## config.mk

```make
export PLATFORM = sky130hd
export DESIGN_NAME = window_seq_ctrl
export DESIGN_NICKNAME = d
export VERILOG_FILES = /design/src/rtl/window_seq_ctrl.sv
export SDC_FILE = /design/constraint.sdc
export NUM_CORES = 1
export LEC_CHECK = 0
export ABC_CLOCK_PERIOD_IN_PS = 4340
export CAP_MARGIN = 5
export CORE_ASPECT_RATIO = 1.25
export CORE_MARGIN = 5
export CORE_UTILIZATION = 30
export DETAILED_ROUTE_END_ITERATION = 7
export PLACE_DENSITY = 0.63
export SLEW_MARGIN = 15
export SYNTH_ARGS = -nofsm -noshare
export SYNTH_HDL_FRONTEND = slang
export SYNTH_SLANG_ARGS = --single-unit
export TNS_END_PERCENT = 100
```

## constraint.sdc

```tcl
create_clock -name clk -period 4.34 [get_ports clk]
set_input_delay 0.434 -clock clk [delete_from_list [all_inputs] [get_ports clk]]
set_output_delay 0.434 -clock clk [all_outputs]
set_load 0.02 [all_outputs]
```

## src/rtl/window_seq_ctrl.sv

```systemverilog
// Window sequencer: walks an IMG_W x IMG_H output raster one accepted beat at a
// time, driving pixel-pair/line-buffer selects and a registered output-valid flag.
module window_seq_ctrl #(
  parameter int IMG_W = 64,
  parameter int IMG_H = 64,
  parameter int CW    = 8
) (
  input  logic          clk,
  input  logic          rst_n,
  input  logic          start,
  input  logic          abort,
  input  logic          step_valid,
  output logic          step_ready,
  input  logic          out_ready,
  output logic          out_valid,
  output logic          switch,
  output logic [1:0]    mux_sel,
  output logic          row_adv,
  output logic [CW-1:0] col,
  output logic [CW-1:0] row,
  output logic          busy,
  output logic          done
);

  localparam logic [CW-1:0] COL_LAST = CW'(IMG_W - 1);
  localparam logic [CW-1:0] ROW_LAST = CW'(IMG_H - 1);

  typedef enum logic [1:0] {S_IDLE, S_RUN, S_DONE} state_t;

  state_t        state_q, state_d;
  logic [CW-1:0] col_q, col_d;
  logic [CW-1:0] row_q, row_d;
  logic          switch_q, switch_d;
  logic [1:0]    mux_q, mux_d;
  logic          out_valid_q, out_valid_d;
  logic          row_adv_q, row_adv_d;
  logic          beat;

  assign step_ready = (state_q == S_RUN) && (!out_valid_q || out_ready);
  // Abort wins over a simultaneous beat, so it is folded into the beat itself.
  assign beat       = step_ready && step_valid && !abort;

  always_comb begin
    state_d     = state_q;
    col_d       = col_q;
    row_d       = row_q;
    switch_d    = switch_q;
    mux_d       = mux_q;
    out_valid_d = out_valid_q;
    row_adv_d   = 1'b0;

    if (abort && (state_q != S_IDLE)) begin
      state_d     = S_IDLE;
      out_valid_d = 1'b0;
    end else begin
      unique case (state_q)
        S_IDLE: begin
          if (start && !abort) begin
            state_d  = S_RUN;
            col_d    = '0;
            row_d    = '0;
            switch_d = 1'b0;
            mux_d    = '0;
          end
        end
        S_RUN: begin
          if (beat) begin
            if (col_q != COL_LAST) begin
              col_d    = col_q + 1'b1;
              switch_d = ~switch_q;
            end else if (row_q != ROW_LAST) begin
              col_d     = '0;
              switch_d  = 1'b0;
              row_d     = row_q + 1'b1;
              mux_d     = mux_q + 1'b1;
              row_adv_d = 1'b1;
            end else begin
              state_d = S_DONE;
            end
          end
        end
        S_DONE:  state_d = S_IDLE;
        default: state_d = S_IDLE;
      endcase

      // The final beat's output still drains after the frame ends.
      if (beat) begin
        out_valid_d = 1'b1;
      end else if (out_ready) begin
        out_valid_d = 1'b0;
      end
    end
  end

  always_ff @(posedge clk or negedge rst_n) begin
    if (!rst_n) begin
      state_q     <= S_IDLE;
      col_q       <= '0;
      row_q       <= '0;
      switch_q    <= 1'b0;
      mux_q       <= '0;
      out_valid_q <= 1'b0;
      row_adv_q   <= 1'b0;
    end else begin
      state_q     <= state_d;
      col_q       <= col_d;
      row_q       <= row_d;
      switch_q    <= switch_d;
      mux_q       <= mux_d;
      out_valid_q <= out_valid_d;
      row_adv_q   <= row_adv_d;
    end
  end

  assign out_valid = out_valid_q;
  assign switch    = switch_q;
  assign mux_sel   = mux_q;
  assign row_adv   = row_adv_q;
  assign col       = col_q;
  assign row       = row_q;
  assign busy      = (state_q == S_RUN);
  assign done      = (state_q == S_DONE);

endmodule

```

# Word-level counts from Yosys, hierarchy flattened
# Index checks and enable logic that the tools add are counted.
# word_totals
regBits,23
in_bits,6
out_inout_bits,24
word_cells,73
# op_classes
addsub,3
eq_ne,13
mux,33
n_bitwise,2
reduce_logical,15
# op_table
operator,n
$mux 8,7
$pmux 8 s2,2
$mux 2,9
$add 8x1->8 const B,2
$ne 8x6->1 const B,2
$mux 1,12
$ne 3x3->1 const B,3
$pmux 2 s2,2
$ne 3x1->1 const B,2
$reduce_and 6->1,1
$logic_and 1x1->1,5
$reduce_and 5->1,1
$ne 2x1->1 const B,2
$ne 2x2->1 const B,2
$reduce_and 4->1,1
$reduce_bool 2->1,2
$reduce_bool 3->1,1
$add 2x1->2 const B,1
$eq 2x1->1 const B,1
$eq 2x2->1 const B,1
$logic_not 1->1,2
$logic_not 2->1,1
$not 1->1,2
$pmux 1 s2,1
$logic_or 1x1->1,1

# Depth between registers and ports, before layout
# Gate-level depths: netlist of the first run.
# logic_depth
depth_word,8
depth_mapped,9

# Worst setup path before layout of the first run
# No wires, ideal clock.
# synth_timing
path_kind,register -> register
startpoint,register col_q[0] (netlist: col[0])
endpoint,register row_q[3] (netlist: row[3])
arrival_time_ps,2059
required_ps,4207
setup_slack_ps,2149
path_stages_with_launch,8
path_buffers,0
synth_period_minus_slack_ps,2191
path_cell_list,dfrtp_1 > ha_1 > nand2_1 > or4_1 > o21ai_0 > o211ai_1 > o21ai_0 > o31ai_1
# synth_via
elab_chain_cells,3
# synth_rtl
item,line_no,source
start: declaration,31,"logic [CW-1:0] col_q, col_d;"
start signal: assignment,106,col_q <= col_d;
$ne 8x6->1,68,if (col_q != COL_LAST) begin
$ne 2x2->1 (no source line),--,
$reduce_and 6->1 (no source line),--,
end signal: assignment,107,row_q <= row_d;
end: declaration,32,"logic [CW-1:0] row_q, row_d;"
# Every way passes these cells.
# A chain may end at the register's enable or synchronous reset.

# Worst setup path after layout of the first run
# layout_timing
startpoint,register state_q[0]
endpoint,output step_ready
# layout_via
elab_chain_cells,2
# layout_rtl
item,line_no,source
start: declaration,30,"state_t state_q, state_d;"
start signal: assignment,105,state_q <= state_d;
$eq 2x1->1,39,assign step_ready = (state_q == S_RUN) && (!out_valid_q || out_ready);
$logic_and 1x1->1,39,
end: declaration,13,"output logic step_ready,"
# Every way passes these cells.

==> results of run 1 <==
cells by family after synthesis:
family | share of synthesized area, %
flops | 47.1
simple gates | 25.5
buf+inv | 3.48
compound gates | 21.8
fa+ha+maj | 2.05
cells in the final DEF, fill, tap and decap left out, drive strengths merged, types with 2 or more instances in the layout:
master,n
clkdlybuf4s50,28
dfrtp,23
o21ai,21
nand2,14
nand3,12
nor2,10
o31ai,7
nand2b,5
and3,4
nor2b,4
inv,4
a21oi,4
clkbuf,4
and2,3
or4,2
or2,2
o211a,2
nor3,2
ha,2
per-stage QoR:
| stage | instance area [µm²] | power [W] | hold WS [ns] |
|---|---|---|---|
| final | 1600 | 0.000437 | 0.135 |
| after global routing | 1600 | 0.000459 | 0.176 |
| after floorplan | 1220 | 0.000276 | 0.138 |
| after detailed placement | 1560 | 0.000311 | 0.486 |
| after CTS | 1610 | 0.000441 | 0.501 |
| after global placement | 1560 | 0.000309 | 0.482 |
state kept, by name, summed over array words and instances, names as in the netlist:
signal and flops:
col 8, row 8, mux_sel 2, state_q 2
out_valid 1, row_adv 1, switch 1
final timing paths:
kind,depth (start not counted),start,slack [ns],to
setup / recovery,4,state_q[0]$_DFFE_PN0P_,1.94,step_ready
hold / removal,1,rst_n,0.13,col[0]$_DFFE_PN0P_
setup reg to reg,7,col[0]$_DFFE_PN0P_,2.02,row[3]$_DFFE_PN0P_
hold reg to reg,1,switch$_DFFE_PN0P_,0.50,switch$_DFFE_PN0P_
max in group asynchronous,1,rst_n,3.86,state_q[1]$_DFFE_PN0P_
min in group clk,1,switch$_DFFE_PN0P_,0.50,switch$_DFFE_PN0P_
report_power, final:
part           switching (W)  internal, W
Clock              0.0000660    0.0000654
Sequential        0.00000902     0.000223
Combinational      0.0000416    0.0000319
Total               0.000117     0.000320
final cells by class:
type	instances	area, µm²	share of cell area (%)
Tap cell	56	70.1	4.37
Inverter	5	23.8	1.48
Timing Repair Buffer	29	285	17.8
Sequential cell	23	576	35.9
Multi-Input combinational cell	103	603	37.6
Clock buffer	4	45.0	2.81
per-layer routing:
metal,global-route usage [%],wire length (µm),vias up
li1,-,-,543
met1,14.6,1360,525
met2,18.7,1380,32
met3,2.49,141,5
met4,4.46,34,0
met5,0,0,-
==> impl_summary.md, run 1 <==
Synthesis
For this run, the register share of the synthesized area comes to 47.1%. In this run, distinct cell masters in the synthesized netlist total 31. The synthesized net count is 141. Summing every instance area after synthesis gives 0.00122 mm². The most frequently used flop master after synthesis is sky130_fd_sc_hd__dfrtp_1.

The top cell type by area accounts for 47.1% of the synthesized area. The count of flip-flops with a built-in enable after synthesis is 0. The count of warnings emitted by yosys is 0. The register bit total from synthesis is 23. Of all flip-flops after synthesis, the portion carrying an async set or reset was 100%. By area the synthesized netlist is led by sky130_fd_sc_hd__dfrtp_1 (47%), sky130_fd_sc_hd__o21ai_0 (7.8%), sky130_fd_sc_hd__nand3_1 (4.9%), sky130_fd_sc_hd__nand2_1 (4.3%), sky130_fd_sc_hd__o31ai_1 (4.3%).

sky130_fd_sc_hd__dfrtp_1 takes more of the synthesized area than any other cell. Synthesis produced 133 cells. The commonest cells after synthesis are sky130_fd_sc_hd__dfrtp_1 (23), sky130_fd_sc_hd__o21ai_0 (19), sky130_fd_sc_hd__nand2_1 (14), sky130_fd_sc_hd__nand3_1 (12), sky130_fd_sc_hd__nor2_1 (10). A synthesized cell averages 9.18 µm².

The dominant cell by count in the synthesized netlist is sky130_fd_sc_hd__dfrtp_1.

Clock tree
After clock tree synthesis, the clock-pin slew on the worst setup and hold paths is 0.08 ns. The clock insertion delay at the later pin of the skew report is 0.26 ns. The deepest level of the CTS H-tree is 1. The post-cts repair resize count is 0. In this run the clock root is driven by a sky130_fd_sc_hd__clkbuf_8.

Once the clock tree was built, the setup fixing pass inserted 0 buffers. The clock sink count is 23. The count of hold-fix buffers inserted at cts is 0. The TritonCTS clock tree is yes.

The maximum buffer depth of the clock tree is 2. The clock buffer count from CTS is 3.

Finish
The area growth from synthesis to layout is 31.3%. Fill cells in the final layout number 406. The repair_antennas step left the layout with diodes totalling 0. The fraction of layout cells with a size suffix above 1 is 5.49%.

The net count of the finished layout is 173. The count of cells in the finished layout, fillers not included, comes to 220. The core occupancy in the finished layout is 40.1%.

Critical path
The critical path's top delay family is buffers and inverters. Walking the worst path, the cells encountered are nand2b_1, clkinv_4, and2_1, clkdlybuf4s50_1. The worst setup path is captured at an output port. The critical path is of the reg -> out type. At the worst endpoint, the required time is 3.91 ns. In this run the worst path has a maximum fanout of 10.

Together, buffers and inverters on the worst path number 2. The critical path startpoint category is a flop. The largest single stage delay on the critical path is 0.54 ns.

Data arrives at the worst endpoint at 1.97 ns. The critical path's slowest cell is sky130_fd_sc_hd__clkdlybuf4s50_1.

Timing
The peak clock frequency supported by timing is 416 MHz. The clock arrives with 0.00105 ns of skew. Headroom to the max-slew limit came out at 55.8%. The worst path uses 55.3% of the clock period.

Setup repair after global routing left no endpoint under its margin. The final number of max-transition violations is 0. The final period demand of the worst path is 2.40 ns. The number of setup violations in the final report is 0. The actual slew at the worst max-slew pin is 0.656 ns.

The slack of the critical path is 1.94 ns. In the final timing run, aggregate negative setup slack is 0 ns. The final-report hold violation count was 0.

Hold path
The min-delay analysis places its worst path in the category in -> async.

Place
The worst setup slack before clock tree synthesis is 2.02 ns. The cell total after placement is 216. The half-perimeter wire length after placement is 2.17 mm. The global placement routability congestion is 0.800.

The count of port buffers added during placement is 29.

GRT
The via count of the first global-routing pass came to 1,104. Entering global routing, the biggest net connects 24 pins. The initial antenna violation count was 0.

The first-pass GRT wire length is 4.90 mm. The overall routing resource usage is 11.4%. For this run the aggregate overflow at the end of global routing stands at 0.

Floorplanning
The floorplan step set the die height to 81.3 µm. The site row count is 26. The core region is 0.00400 mm². The initial core utilization is 30.5%. The die covers 0.00545 mm². The horizontal die dimension is 67.1 µm. Pin placement for this block handled 30 I/O pins.

Drt
The first TritonRoute pass finished after 4 iterations. The ratio of routed vias to standard cells is 5.02. The count of unresolved DRC violations after routing is 0. The number of nets with antenna violations after detailed routing is 0. The overall routed net length is 2.91 mm. In the final routed layout, each cell accounts on average for 13.2 µm. The first routing iteration left 54 violations.

The via total after detailed routing is 1,105.

Power
The total power divided by cell area is 272 mW/mm². For this design the static power due to leakage is 0.659 nW. VDD sags by at most 0.000149 V.

Run
The max-cap violation count is 0.

Outcome
The run finished with clean final reports.
Power figures use the tool's default switching activity.
==> run 2, diff against run 1 <==
--- a/config.mk
+++ b/config.mk
@@ -5,13 +5,13 @@
 export SDC_FILE = /design/constraint.sdc
 export NUM_CORES = 1
 export LEC_CHECK = 0
-export ABC_CLOCK_PERIOD_IN_PS = 4340
+export ABC_CLOCK_PERIOD_IN_PS = 1900
 export CAP_MARGIN = 5
 export CORE_ASPECT_RATIO = 1.25
 export CORE_MARGIN = 5
 export CORE_UTILIZATION = 30
 export DETAILED_ROUTE_END_ITERATION = 7
-export PLACE_DENSITY = 0.63
+export PLACE_DENSITY = 0.65
 export SLEW_MARGIN = 15
 export SYNTH_ARGS = -nofsm -noshare
 export SYNTH_HDL_FRONTEND = slang
==> constraint.sdc (replaced) <==
create_clock -name clk -period 1.9 [get_ports clk]
set_input_delay 0.19 -clock clk [delete_from_list [all_inputs] [get_ports clk]]
set_output_delay 0.19 -clock clk [all_outputs]
set_load 0.02 [all_outputs]
==> run 2 against run 1 <==
Net effect: global-route usage grew 1.7 points; critical path type is now reg -> reg; sequential share of layout area is 5.9 points lower; final area up 20%; clock power rose by 140%.
==> impl_summary.md, run 2 (synthesis gave the netlist of run 1 again) <==
Drt
The violation count after the first detailed-route iteration came to 40 (-26%). The number of detailed-route iterations in the first pass was 2 (-2). The count of unresolved DRC violations after routing was 0 (unchanged). The ratio of routed vias to standard cells is 4.83 (-3.8%). The mean routed wirelength per cell came to 13.3 µm (+0.28%). The via total after detailed routing is 1,232 (+11%).

The overall routed net length is 3.39 mm (+16%). The number of nets with antenna violations after detailed routing is 0 (unchanged).

Run
The max-cap violation count came to 0 (unchanged).

Hold path
The worst hold-check path type is in -> async.

GRT
The largest net degree at the start of global routing is 24 (unchanged). The first-pass GRT wire length came to 5.60 mm (+14%). The global route total overflow came to 0 (unchanged).

The initial antenna violation count is 0 (unchanged). The via count of the first global-routing pass came to 1,245 (+13%). The overall routing resource usage is 13.2% (+1.7 points).

Timing
The slack of the critical path is 0.000763 ns (-1.94 ns). The number of setup violations in the final report was 0 (unchanged). The worst-case headroom to the max-slew limit is 61.3% (+5.4 points). After layout, the minimum clock period comes to 1.90 ns. Setup repair after global routing could not meet its margin everywhere. The peak clock frequency supported by timing is 527 MHz. The final-report hold violation count is 0 (unchanged). The final number of max-transition violations was 0 (unchanged). The share of the cycle needed by the critical path after routing is 100%. The actual slew at the worst max-slew pin is 0.578 ns (-0.0781 ns). The clock skew after layout is 0.00801 ns (+0.00696 ns).

Finish
The most common library cell in the layout ignoring fill and taps is sky130_fd_sc_hd__buf_4. The area of combinational cells with multiple inputs is 658 µm² (+9.1%). The register cell area after layout is 578 µm² (+0.43%). The number of cells in the finished layout apart from fillers is 255 (+16%).

The fraction of layout cells with a size suffix above 1 is 26.1% (+21 points). The area overhead of the layout relative to synthesis is 58.0%. The core occupancy in the finished layout came to 48.2% (+8.2 points). The net total in the final layout is 208 (+20%). The library cells used most frequently in the layout, excluding fill and tap cells, are sky130_fd_sc_hd__buf_4 (35), sky130_fd_sc_hd__clkdlybuf4s50_1 (27), sky130_fd_sc_hd__dfrtp_1 (21). The count of filler cells inserted in the layout is 390 (-3.9%).

The number of antenna repair diodes is 0 (unchanged).

Power
The largest voltage drop on the vdd net is 0.000351 V (+140%). The standby leakage power is 0.845 nW (+28%). The net load switching power is 0.000294 W (+150%). The clock share of power is 28.9% (-1.2 points). The total internal power was 0.000771 W (+140%). The relative contribution of combinational cells to total power is 21.6% (+4.8 points). The relative contribution of sequential cells to total power is 49.5% (-3.6 points). The net switching fraction of the power came to 27.6% (+0.87 points). The post-route total power came to 0.00107 W (+140%). The total power divided by cell area is 552 mW/mm² (+100%).

Clock tree
The clock transition at the registers of the reported paths is 0.09 ns (about the same). The count of hold-fix buffers inserted at cts is 0 (unchanged). The clock buffer count from CTS came to 3 (unchanged).

CTS placed an instance of sky130_fd_sc_hd__clkbuf_8 at the clock tree root. The clock insertion delay at the later pin of the skew report is 0.27 ns (about the same). The maximum buffer depth of the clock tree is 2 (unchanged).

TritonCTS built the clock tree. The clock sink count is 23 (unchanged). The deepest level of the CTS H-tree was 1 (unchanged).

Place
The cell total after placement is 246 (+14%). The half-perimeter wire length after placement is 2.44 mm (+12%). The worst setup slack before clock tree synthesis is -0.0502 ns (-2.07 ns).

The count of port buffers added during placement is 29 (unchanged). The global placement routability congestion is 0.839 (+4.8%).

Critical path
The critical path data required time came to 2.05 ns (-1.86 ns). The largest fanout on the critical path is 7 (-3). The worst setup path is captured at a flop. The worst setup path is launched from a flop.

The worst path arrival time is 2.04 ns (+0.07 ns). The startpoint-to-endpoint class of the critical path is reg -> reg.

Floorplanning
The site row count is 26 (unchanged). The core box area is 0.00400 mm² (unchanged). The area of the die is 0.00545 mm² (unchanged). The initial core utilization is 30.5% (unchanged). The horizontal die dimension is 67.1 µm (unchanged). The I/O pin total is 30 (unchanged). The chip height is 81.3 µm (unchanged).

Outcome
The run finished with clean final reports.
==> run 2: changes by cell type in the layout (fill, tap and decap cells not counted), sizes merged <==
cell | previous run | this run
dlygate4sd2 | 0 | 1
clkdlybuf4s50 | 28 | 27
buf | 1 | 35
dlymetal6s2s | 0 | 1
==> run 2: through the flow <==
step	setup TNS [ns]	hold slack, ns	instance area, µm²
2_1_floorplan	0	-0.106	1250
3_3_place_gp	-0.0477	0.483	1820
3_5_place_dp	-0.0808	0.487	1820
4_1_cts	0	0.283	1860
5_1_grt	-0.494	0.319	1930
6_report	0	0.279	1930
==> run 2: what timing repair did <==
item,4_1_cts,5_1_grt
pin swaps,0,8
endpoints found under the setup margin,1,10
gates resized for setup,1,10
setup buffers,0,5
==> run 2: worst paths after layout <==
check / from / to / slack, ns / depth (start not counted)
min in group clk: switch$_DFFE_PN0P_ / switch$_DFFE_PN0P_ / 0.50 / 1
max in group asynchronous: rst_n / col[1]$_DFFE_PN0P_ / 1.36 / 2
worst min register to register: switch$_DFFE_PN0P_ / switch$_DFFE_PN0P_ / 0.50 / 1
worst min-delay path: rst_n / mux_sel[1]$_DFFE_PN0P_ / 0.28 / 2
worst max register to register: col[1]$_DFFE_PN0P_ / row[4]$_DFFE_PN0P_ / 0.0008 / 7
worst max-delay path: col[1]$_DFFE_PN0P_ / row[4]$_DFFE_PN0P_ / 0.0008 / 7
==> run 2: cell type report <==
class	count	area share (%)
repair buffers	64	28.7
multi-input cells	103	34.1
inverters	5	1.23
flip-flops and latches	23	30.0
clock buffers	4	2.33
well taps	56	3.63
==> run 2: routing by layer <==
layer  part of all wire (%)  track usage [%]
met3                    4.1             2.49
met1                     44             16.3
met2                     49             22.6
met5                      0                0
met4                    2.7             4.46
==> run 2: critical path, stage by stage, from the launching register on <==
cell,delay [ns]
sky130_fd_sc_hd__dfrtp_2,0.40
sky130_fd_sc_hd__ha_4,0.14
sky130_fd_sc_hd__nand2_2,0.05
sky130_fd_sc_hd__or4_4,0.46
sky130_fd_sc_hd__o21ai_4,0.16
sky130_fd_sc_hd__o211ai_1,0.27
sky130_fd_sc_hd__o21ai_1,0.21
sky130_fd_sc_hd__o31ai_1,0.09
==> run 2: power by group through the flow <==
stage | logic (W) | registers (W) | clock network (W)
2_1_floorplan | 0.0000751 | 0.000564 | 0
3_3_place_gp | 0.000215 | 0.000536 | 0
3_5_place_dp | 0.000221 | 0.000537 | 0
4_1_cts | 0.000221 | 0.000528 | 0.000317
5_1_grt | 0.000254 | 0.000531 | 0.000337
6_report | 0.000230 | 0.000528 | 0.000308
==> run 3, diff against run 2 <==
--- a/config.mk
+++ b/config.mk
@@ -10,8 +10,10 @@
 export CORE_ASPECT_RATIO = 1.25
 export CORE_MARGIN = 5
 export CORE_UTILIZATION = 30
+export CTS_CLUSTER_DIAMETER = 80
 export DETAILED_ROUTE_END_ITERATION = 7
 export PLACE_DENSITY = 0.65
+export RECOVER_POWER = 100
 export SLEW_MARGIN = 15
 export SYNTH_ARGS = -nofsm -noshare
 export SYNTH_HDL_FRONTEND = slang
==> run 3 against run 2 <==
Net effect: the run now ends with negative setup slack left; first-iteration DRC count is 35% lower; sequential power hardly changed; die area unchanged; critical endpoint unchanged; highest routed layer unchanged.
==> impl_summary.md, run 3 (synthesis gave the netlist of run 1 again) <==
Outcome
The final reports fail on negative setup slack. The flow ran to the end, but the final reports show violations.

Finish
The number of antenna repair diodes is 0 (unchanged). The area overhead of the layout relative to synthesis is 54.3%. The fraction of layout cells with a size suffix above 1 is 23.6% (-2.5 points). The library cell used most frequently in the layout, excluding fill and tap cells, is sky130_fd_sc_hd__buf_4. The core occupancy in the finished layout is 47.1% (-1.1 points). In the layout the commonest cells are sky130_fd_sc_hd__buf_4 (29), sky130_fd_sc_hd__dlygate4sd3_1 (22), sky130_fd_sc_hd__dfrtp_1 (21).

The net total in the final layout is 208 (unchanged).

Critical path
The register-to-register setup slack is -0.004 ns (about the same). The largest fanout on the critical path was 7 (unchanged). The maximum cell stage delay along the critical path was 0.46 ns (about the same). The startpoint identified for the worst register-to-register timing path is col[1]$_DFFE_PN0P_. The timing endpoint of the critical path is row[4]$_DFFE_PN0P_. The critical path data required time came to 2.05 ns (about the same).

The cell count of the worst reg-to-reg path is 7 (unchanged). In this run the critical register-to-register path is captured at row[4]$_DFFE_PN0P_. The startpoint-to-endpoint class of the critical path is reg -> reg. The signal on the critical path passes through ha_4, nand2_2, or4_4, o21ai_4, o211ai_1, o21ai_1, o31ai_1. The critical path startpoint category is a flop. The worst path arrival time is 2.05 ns (about the same). For this design, the slowest cell found on the critical path is sky130_fd_sc_hd__or4_4. The origin of the worst setup path is col[1]$_DFFE_PN0P_. The capturing element type of the critical path is a flop.

Timing
The worst-case headroom to the max-slew limit is 13.0% (-48 points). The share of the cycle needed by the critical path after routing is 100% (+0.26 points). The final number of max-transition violations is 0 (unchanged). The total negative setup slack is -0.00420 ns (-0.00420 ns). The peak clock frequency supported by timing is 525 MHz (-0.26%). The actual slew at the worst max-slew pin was 1.31 ns (+0.727 ns). The number of setup violations in the final report was 1 (+1). The final-report hold violation count is 0 (unchanged). The clock skew after layout is 0.00754 ns (-0.000470 ns).

Setup repair after global routing could not meet its margin everywhere. The final period demand of the worst path was 1.90 ns (+0.00497 ns). The hold slack is 0.493 ns (+0.214 ns). The slack of the critical path is -0.00420 ns (-0.00497 ns).

Drt
The mean routed wirelength per cell was 13.3 µm (+0.27%). The overall routed net length is 3.40 mm (+0.27%). The number of detailed-route iterations in the first pass was 4 (+2). The count of unresolved DRC violations after routing is 0 (unchanged). The ratio of routed vias to standard cells is 4.84 (+0.24%). The number of nets with antenna violations after detailed routing is 0 (unchanged). The violation count after the first detailed-route iteration is 26 (-35%).

The via total after detailed routing is 1,235 (+0.24%).

Clock tree
TritonCTS built the clock tree. Clock tree synthesis selected as its root buffer the cell sky130_fd_sc_hd__clkbuf_8. The count of hold-fix buffers inserted at cts is 0 (unchanged). The deepest level of the CTS H-tree is 1 (unchanged).

The clock transition at the registers of the reported paths was 0.09 ns (about the same). The clock insertion delay at the later pin of the skew report was 0.27 ns (about the same). The maximum buffer depth of the clock tree is 2 (unchanged). The clock buffer count from CTS was 3 (unchanged). The clock sink count is 23 (unchanged).

Power
The total power divided by cell area is 557 mW/mm² (+0.99%). The relative contribution of combinational cells to total power is 20.3% (-1.3 points). The net switching fraction of the power is 27.9% (+0.35 points). The net load switching power was 0.000294 W (-0.14%).

The standby leakage power is 0.884 nW (+4.6%). The clock share of power is 29.5% (+0.6 points). The total internal power is 0.000757 W (-1.8%). The relative contribution of sequential cells to total power is 50.2% (+0.7 points). The largest voltage drop on the vdd net is 0.000353 V (+0.56%).

GRT
The first-pass GRT wire length is 5.60 mm (unchanged). The initial antenna violation count is 0 (unchanged). The via count of the first global-routing pass is 1,245 (unchanged). The overall routing resource usage came to 13.2% (unchanged).

The largest net degree at the start of global routing came to 24 (unchanged). The global route total overflow was 0 (unchanged).

Floorplanning
The horizontal die dimension was 67.1 µm (unchanged). The chip height is 81.3 µm (unchanged). The site row count is 26 (unchanged).

The I/O pin total is 30 (unchanged). The initial core utilization was 30.5% (unchanged). The core box area was 0.00400 mm² (unchanged). The area of the die is 0.00545 mm² (unchanged).

Hold path
In this run the worst hold path is classified as reg -> reg.

Place
The count of port buffers added during placement came to 29 (unchanged). The global placement routability congestion is 0.839 (unchanged). The half-perimeter wire length after placement is 2.44 mm (unchanged). The worst setup slack before clock tree synthesis is -0.0502 ns (unchanged).

Run
The max-cap violation count came to 0 (unchanged).
-- run 3: cell count changes in the layout (fill, tap and decap cells not counted), sizes merged --
cell           before  now
clkdlybuf4s50      27    5
dlygate4sd3         0   22
clkbuf              4   11
buf                35   29
dlymetal6s2s        1    0
-- run 3: layout make-up --
class / count / area, µm²
fill: 392 / 2120
multi-input combinational: 103 / 641
inverter: 5 / 23.8
clock buffer: 4 / 45.0
sequential: 23 / 578
tap: 56 / 70.1
timing repair buffer: 64 / 527
-- run 3: repair_timing --
item	CTS	global route
pin swaps	0	8
endpoints found under the hold margin	0	0
buffers inserted	0	5
endpoints found under the setup margin	1	10
resized for setup	1	10
-- run 3: layer usage --
metal	vias up	part of all wire [%]	track usage (%)	wire (µm)
met2	32	49	22.6	1670
met3	8	4.4	2.49	149
met5	-	0	0	0
li1	612	-	-	-
met4	0	2.7	4.46	91
met1	583	44	16.3	1480
-- run 3: worst min-delay path by stage --
stage / startpoint / to / slack [ns] / cells past startpoint
5_1_grt: switch$_DFFE_PN0P_ / switch$_DFFE_PN0P_ / 0.53 / 1
3_5_place_dp: row[4]$_DFFE_PN0P_ / row[4]$_DFFE_PN0P_ / 0.49 / 1
6_report: switch$_DFFE_PN0P_ / switch$_DFFE_PN0P_ / 0.49 / 1
3_3_place_gp: row[4]$_DFFE_PN0P_ / row[4]$_DFFE_PN0P_ / 0.48 / 1
2_1_floorplan: rst_n / col[0]$_DFFE_PN0P_ / -0.11 / 0
4_1_cts: rst_n / row_adv$_DFF_PN0_ / 0.28 / 2
-- run 3: critical path: cells and delay by family (launching register included) --
kind	cells	cell delay (ns)
AO/OA/AOI/OAI	4	0.73
AND/OR/NAND/NOR	2	0.52
flip-flops	1	0.40
adder cells (fa/ha/maj)	1	0.14
-- run 3: per-stage QoR --
| stage | cells | total power (W) | area, µm² |
|---|---|---|---|
| 6_report | 255 | 0.00105 | 1880 |
| 5_1_grt | 255 | 0.00111 | 1880 |
| 4_1_cts | 250 | 0.00107 | 1860 |
| 3_5_place_dp | 246 | 0.000759 | 1820 |
| 3_3_place_gp | 246 | 0.000750 | 1820 |
| 2_1_floorplan | 133 | 0.000639 | 1250 |
-- run 3: power by group through the flow --
stage               Clock, W  Combinational (W)  Sequential (W)
global placement           0           0.000215        0.000536
CTS                 0.000317           0.000221        0.000528
floorplan                  0          0.0000751        0.000564
global route        0.000337           0.000238        0.000531
detailed placement         0           0.000221        0.000537
finish              0.000310           0.000213        0.000527
